`src/rtl/dac_spi_out.sv`:
```
// Decimates the summed sample stream to a fixed update rate and shifts each kept sample to a 16-bit SPI DAC.
// Optional DAC_OFFSET_BINARY_EN: transmit offset binary instead of two's complement.
module dac_spi_out #(
  parameter int SCLK_DIV   = 2,
  parameter int SAMPLE_DIV = 100
) (
  input  logic        clk,
  input  logic        reset,
  input  logic [15:0] sample,
  input  logic        activein,
  input  logic        clear_overrun,
  output logic        sclk,
  output logic        mosi,
  output logic        cs_n,
  output logic        busy,
  output logic        frame_done,
  output logic        overrun
);

  // state | meaning
  // IDLE  | waiting for an update tick
  // LEAD  | cs_n low, MSB presented, sclk low
  // SHIFT | 16 bits, low phase then high phase each
  // TRAIL | cs_n held low after the last rise
  // GAP   | cs_n high before the next frame may start
  typedef enum logic [2:0] {IDLE, LEAD, SHIFT, TRAIL, GAP} state_t;

  localparam int CW = $clog2(SAMPLE_DIV);
  localparam int DW = (SCLK_DIV > 1) ? $clog2(SCLK_DIV) : 1;
  localparam logic [CW-1:0] TICK_LAST = CW'(SAMPLE_DIV - 1);
  localparam logic [DW-1:0] PH_LAST   = DW'(SCLK_DIV - 1);

  state_t        state, state_nxt;
  logic [DW-1:0] ph_cnt, ph_cnt_nxt;
  logic          hi, hi_nxt;
  logic [3:0]    bit_cnt, bit_cnt_nxt;
  logic [15:0]   shreg, shreg_nxt;
  logic [CW-1:0] tick_cnt;
  logic          tick;
  logic [15:0]   conv_sample;
  logic          active_nxt;
  logic          overrun_nxt;

`ifdef DAC_OFFSET_BINARY_EN
  assign conv_sample = {~sample[15], sample[14:0]};
`else
  assign conv_sample = sample;
`endif

  assign tick = (tick_cnt == TICK_LAST);

  always_ff @(posedge clk or negedge reset) begin
    if (!reset) tick_cnt <= '0;
    else        tick_cnt <= tick ? '0 : tick_cnt + 1'b1;
  end

  always_comb begin
    state_nxt   = state;
    ph_cnt_nxt  = ph_cnt;
    hi_nxt      = hi;
    bit_cnt_nxt = bit_cnt;
    shreg_nxt   = shreg;
    case (state)
      IDLE: begin
        if (tick && activein) begin
          state_nxt  = LEAD;
          ph_cnt_nxt = PH_LAST;
          shreg_nxt  = conv_sample;
        end
      end
      LEAD: begin
        if (ph_cnt == '0) begin
          state_nxt   = SHIFT;
          ph_cnt_nxt  = PH_LAST;
          hi_nxt      = 1'b0;
          bit_cnt_nxt = 4'd15;
        end else begin
          ph_cnt_nxt = ph_cnt - 1'b1;
        end
      end
      SHIFT: begin
        if (ph_cnt == '0) begin
          ph_cnt_nxt = PH_LAST;
          if (!hi) begin
            hi_nxt = 1'b1;
          end else if (bit_cnt == 4'd0) begin
            state_nxt = TRAIL;
            hi_nxt    = 1'b0;
          end else begin
            // next bit is presented at the start of its low phase
            hi_nxt      = 1'b0;
            bit_cnt_nxt = bit_cnt - 1'b1;
            shreg_nxt   = {shreg[14:0], 1'b0};
          end
        end else begin
          ph_cnt_nxt = ph_cnt - 1'b1;
        end
      end
      TRAIL: begin
        if (ph_cnt == '0) begin
          state_nxt  = GAP;
          ph_cnt_nxt = PH_LAST;
        end else begin
          ph_cnt_nxt = ph_cnt - 1'b1;
        end
      end
      GAP: begin
        if (ph_cnt == '0) state_nxt = IDLE;
        else              ph_cnt_nxt = ph_cnt - 1'b1;
      end
      default: state_nxt = IDLE;
    endcase
  end

  // pins are registered from the next-state values so they change with the state
  assign active_nxt  = (state_nxt == LEAD) || (state_nxt == SHIFT) || (state_nxt == TRAIL);
  assign overrun_nxt = (tick && (state != IDLE)) ? 1'b1 :
                       clear_overrun             ? 1'b0 : overrun;

  always_ff @(posedge clk or negedge reset) begin
    if (!reset) begin
      state      <= IDLE;
      ph_cnt     <= '0;
      hi         <= 1'b0;
      bit_cnt    <= '0;
      shreg      <= '0;
      cs_n       <= 1'b1;
      sclk       <= 1'b0;
      mosi       <= 1'b0;
      busy       <= 1'b0;
      frame_done <= 1'b0;
      overrun    <= 1'b0;
    end else begin
      state      <= state_nxt;
      ph_cnt     <= ph_cnt_nxt;
      hi         <= hi_nxt;
      bit_cnt    <= bit_cnt_nxt;
      shreg      <= shreg_nxt;
      cs_n       <= !active_nxt;
      sclk       <= (state_nxt == SHIFT) && hi_nxt;
      mosi       <= active_nxt ? shreg_nxt[15] : 1'b0;
      busy       <= (state_nxt != IDLE);
      frame_done <= (state_nxt == GAP) && (ph_cnt_nxt == '0);
      overrun    <= overrun_nxt;
    end
  end

endmodule
```
`config.mk`:
```
export PLATFORM = sky130hd
export DESIGN_NAME = dac_spi_out
export DESIGN_NICKNAME = d
export VERILOG_FILES = /design/src/rtl/dac_spi_out.sv
export SDC_FILE = /design/constraint.sdc
export NUM_CORES = 1
export LEC_CHECK = 0
export BUFFER_PORTS_ARGS = -buffer_cell sky130_fd_sc_hd__buf_4
export CAP_MARGIN = 20
export CORE_MARGIN = 2
export CORE_UTILIZATION = 45
export DETAILED_ROUTE_END_ITERATION = 6
export PLACE_DENSITY = 0.73
export SYNTH_ARGS = -nofsm -noshare
export SYNTH_HDL_FRONTEND = slang
export SYNTH_SLANG_ARGS = --single-unit
```
`constraint.sdc`:
```
create_clock -name clk -period 3.45 [get_ports clk]
set_input_delay 0.5175 -clock clk [delete_from_list [all_inputs] [get_ports clk]]
set_output_delay 0.5175 -clock clk [all_outputs]
set_load 0.005 [all_outputs]
```
**Yosys cells after proc, flatten, opt, wreduce, memory -nomap -nowiden**

Cells that the tools add are included.

- Bits in registers: 38
- Input port bits: 20
- Output and inout bits: 6
- Logic and storage cells: 78

- $add $sub $neg: 3
- Equal/unequal tests: 14
- Mux-type cells: 30
- Bitwise logic cells: 1
- Reductions and logical operators: 17

Operators by type and width:

| cell | number |
|---|---|
| 2-to-1 mux 16 bit | 4 |
| case mux 16 bit (2 select lines) | 1 |
| 2-to-1 mux 3 bit | 7 |
| 2-to-1 mux 4 bit | 4 |
| case mux 3 bit (5 select lines) | 1 |
| == test 3 x 2 -> 1 bit (second input constant) | 4 |
| != test 2 bit (second input constant) | 5 |
| AND reduction 5 bit | 2 |
| 2-to-1 mux 1 bit | 9 |
| case mux 4 bit (2 select lines) | 1 |
| adder 7 x 1 -> 7 bit (second input constant) | 1 |
| == test 7 bit (second input constant) | 1 |
| 2-to-1 mux 7 bit | 1 |
| == test 3 x 1 -> 1 bit (second input constant) | 2 |
| == test 3 bit (second input constant) | 2 |
| nonzero test 2 bit | 3 |
| nonzero test 3 bit | 2 |
| logical AND 1 bit | 4 |
| zero test 4 bit | 1 |
| subtractor 4 x 1 -> 4 bit (second input constant) | 1 |
| zero test 3 bit | 1 |
| case mux 1 bit (3 select lines) | 1 |
| OR reduction 3 bit | 1 |
| logical OR 1 bit | 2 |
| 4 further kinds | 4 |

**Logic depth before layout (Yosys ltp)**

- Depth in word-level cells: 9
- Mapped depth: 7
- Depth with buffers taken out: 6

**Worst setup path after synthesis**

OpenSTA, ideal clock, no wires.

- Path kind: reg2reg
- From: register bit_cnt[0]
- To: register shreg[10]
- Library setup time: 0.118 ns
- Arrival time: 1.640 ns
- Slack: 1.692 ns
- Cell stages (with the launch flop): 8
- Buffers on the path: 1
- Period minus slack after synthesis: 1.758 ns
- Cell sequence: dfrtp_1 inv_1 ha_1 nor3b_1 nor4_4 nor2_4 buf_6 a21o_1

- Longest elaborated chain between the ends: 3

Ends and longest elaborated chain:

| what | line | source |
|---|---|---|
| from (decl) | 36 | `logic [3:0] bit_cnt, bit_cnt_nxt;` |
| from (signal assigned) | 137 | `bit_cnt <= bit_cnt_nxt;` |
| zero test 4 bit | 86 | `end else if (bit_cnt == 4'd0) begin` |
| != test 2 bit (no source line) | - |  |
| AND reduction 5 bit (no source line) | - |  |
| to (signal assigned) | 138 | `shreg <= shreg_nxt;` |
| to (decl) | 37 | `logic [15:0] shreg, shreg_nxt;` |

No other way between the ends.
A chain may end at the register's enable or synchronous reset.

**Final worst setup path**

- From: register bit_cnt[0]
- To: register shreg[0]

Same word-level chain as after synthesis.

==> impl_metrics.json <==
{
  "status": "finished clean",
  "top_layer_used": "met4",
  "hpwl_mm": 2.21,
  "path_cells": "inv_1 -> ha_1 -> nor3b_1 -> nor4_4 -> nor2_4 -> a22o_2",
  "drcViolationCount": 0,
  "ys_seq_area_share_pct": 53.5,
  "ys_seq_elements": 38,
  "rsz0062_at_grt": "no",
  "grt_pass1_vias": 1268,
  "core-area_um2": 3740,
  "drtIter0Drc": 47,
  "n_antenna_cell": 0,
  "final_cell_mix": "dfrtp_1, buf_4, a22o_1",
  "dieArea_um2": 4480,
  "critPathRequiredTime_ns": 3.63,
  "dp_cells": 216,
  "reg2reg_depth": 6,
  "vias": 1275,
  "postCtsHoldBufs": 0,
  "initial_core_util_pct": 47.6,
  "first_pass_iters": 4,
  "numCtsBuffers": 5,
  "p_int_w": 0.000620,
  "path_max_fanout": 18,
  "clock-sinks": 38,
  "tns_ns": 0,
  "post_cts_buffers": 0,
  "final.min_clock_period_ns": 2.27,
  "synth_area_um2": 1780,
  "worst_setup_path_start_kind": "flop",
  "swShare_pct": 20.7,
  "synth_cell_types": 42,
  "drt_wl_total_mm": 3.25,
  "slowest_stage": "nor4_4",
  "wl_met3_um": 132,
  "pwr-share-comb_pct": 3.3,
  "max_cap_viol_count": 0,
  "cts-resized-gates": 0,
  "die_x_um": 66.9,
  "layout_commonest_cell": "dfrtp_1",
  "cts_max_level": 2,
  "criticalPathCategory": "reg2reg",
  "antenna_violating_nets_post_route": 0,
  "seq_power_share_pct": 56.9,
  "finalCritPeriodShare_pct": 65.8,
  "leakagePower_nw": 1.08,
  "area_growth_syn_to_layout_pct": 16.2,
  "yosysWarnings": 0,
  "syn-num-nets": 173,
  "whs_ns": 0.183,
  "io_pins": 26,
  "finClkSkew_ns": 0.00310,
  "slew_headroom_pct": 33.6,
  "slew_viol_final": 0,
  "routabilityCongestion": 0.815,
  "io_buffers": 25,
  "dr_wl_met2_mm": 1.59,
  "grt_pass1_wl_mm": 5.58,
  "clock-root-buffer": "clkbuf_8",
  "worst_pin_slew_ns": 0.988,
  "die_y_um": 66.9,
  "critPathMaxStageDelay_ns": 0.87,
  "switchingPower_w": 0.000162,
  "critPathArrivalTime_ns": 2.45,
  "gr-total-overflow": 0,
  "end_kind": "flop",
  "pre_cts_ws_ns": 1.19,
  "antenna_found_initial": 0,
  "p_per_area_nw_per_um2": 378,
  "vias_per_cell": 5.69,
  "hold_viol": 0,
  "layout.cells.non_filler": 224,
  "cts_tree": "built",
  "power.total_w": 0.000782,
  "vdd_ir_drop_max_mv": 0.215,
  "clock_power_share_pct": 39.8,
  "cts_buffer_depth": 2,
  "clk_pin_slew_ns": 0.07,
  "drt-met1-wl_mm": 1.46,
  "max_freq_mhz": 441,
  "post_drt_wl_per_cell_um": 14.5,
  "clk_latency_ns": 0.29,
  "syn_avg_cell_area_um2": 11.9,
  "fin_ws_ns": 1.18,
  "row_count": 22,
  "drive_above_1_share_pct": 24.4,
  "syn-instance-count": 150,
  "final_nets": 198,
  "setup_viol": 0,
  "min_path_type": "in2async",
  "grt_max_degree": 39,
  "grtUsageTotal_pct": 16.8
}
[power groups by stage]
stage	clock [W]	sequential [W]	combinational, W
after floorplan	0	0.000454	0.000000611
after global placement	0	0.000454	0.0000260
after detailed placement	0	0.000454	0.0000268
after CTS	0.000320	0.000445	0.0000269
after global routing	0.000337	0.000445	0.0000285
final	0.000311	0.000445	0.0000259
[logic make-up after synthesis]
group	synth area share, %
xor+xnor	2.46
flops	53.5
simple gates	15.3
fa+ha+maj	2.11
compound gates	22.0
buf+inv	4.64
[final timing paths]
check                           slack, ns          start           to
worst max-delay path                 1.18     bit_cnt[0]     shreg[0]
worst min-delay path                 0.18          reset         busy
worst max register to register       1.18     bit_cnt[0]     shreg[0]
worst min register to register       0.46    tick_cnt[0]  tick_cnt[0]
max in group asynchronous            2.92          reset         cs_n
min in group clk                     0.41  clear_overrun      overrun
[layer usage]
metal	vias up	GRT usage (%)
li1	605	-
met1	637	20.4
met2	26	27.3
met3	7	5.07
met4	0	7.91
met5	-	0
[critical path: cells and delay by family (launching register included)]
| kind | cells | cell delay (ns) |
|---|---|---|
| buffers and inverters | 1 | 0.07 |
| AOI/OAI and AO/OA | 1 | 0.27 |
| adders and majority gates | 1 | 0.22 |
| and+or+nand+nor | 3 | 1.25 |
| DFF | 1 | 0.35 |
[cells in the mapped netlist]
cell | instances | area share (%)
nor3b_1 | 3 | 1.3
or2_4 | 1 | 0.49
a31oi_1 | 2 | 0.70
a22o_2 | 1 | 0.56
and3_1 | 1 | 0.35
dfstp_2 | 1 | 1.5
nor4b_2 | 1 | 0.84
o22ai_1 | 1 | 0.35
ha_1 | 3 | 2.1
and4_1 | 3 | 1.5
o31ai_1 | 1 | 0.42
a21o_2 | 4 | 2.0
xnor2_1 | 4 | 2.0
or2_1 | 1 | 0.35
nand2_1 | 2 | 0.42
a21o_1 | 12 | 5.1
nand4bb_1 | 1 | 0.63
nand2b_1 | 2 | 0.70
nor2b_1 | 3 | 1.1
o21ai_0 | 5 | 1.4
nand3_1 | 4 | 1.1
buf_6 | 4 | 2.5
o22a_1 | 2 | 0.98
a22o_1 | 15 | 7.4
a2bb2oi_1 | 1 | 0.49
o32ai_1 | 1 | 0.49
a21oi_1 | 4 | 1.1
nor4b_1 | 1 | 0.49
buf_4 | 1 | 0.42
or3_1 | 2 | 0.70
dfrtp_1 | 37 | 52
nor2_4 | 1 | 0.63
a41oi_1 | 1 | 0.49
a221o_1 | 1 | 0.56
nor4_4 | 1 | 1.2
and2b_1 | 1 | 0.42
nor3_1 | 3 | 0.84
nor2_1 | 9 | 1.9
or2b_1 | 1 | 0.42
buf_2 | 3 | 0.84
inv_1 | 4 | 0.84
xor2_1 | 1 | 0.49
[flip-flops by register name, summed over array words and instances (netlist names)]
signal	count
hi	1
tick_cnt	7
shreg	16
mosi	1
ph_cnt	1
bit_cnt	4
frame_done	1
overrun	1
busy	1
sclk	1
cs_n	1
state	3
[final cells by class]
type / instances / area [um^2]
Clock buffer: 7 / 86.3
Clock inverter: 1 / 5.00
Fill cell: 351 / 1680
Inverter: 4 / 15.0
Multi-Input combinational cell: 100 / 754
Sequential cell: 38 / 952
Tap cell: 48 / 60.1
Timing Repair Buffer: 26 / 195
[metrics by stage]
| stage | utilization (%) | cell area, um^2 |
|---|---|---|
| floorplan | - | 1780 |
| global placement | 52.8 | 1980 |
| detailed placement | 52.8 | 1980 |
| CTS | 55.2 | 2070 |
| global route | 55.2 | 2070 |
| finish | 55.2 | 2070 |
Note: power is estimated with default switching activity, not from simulation.
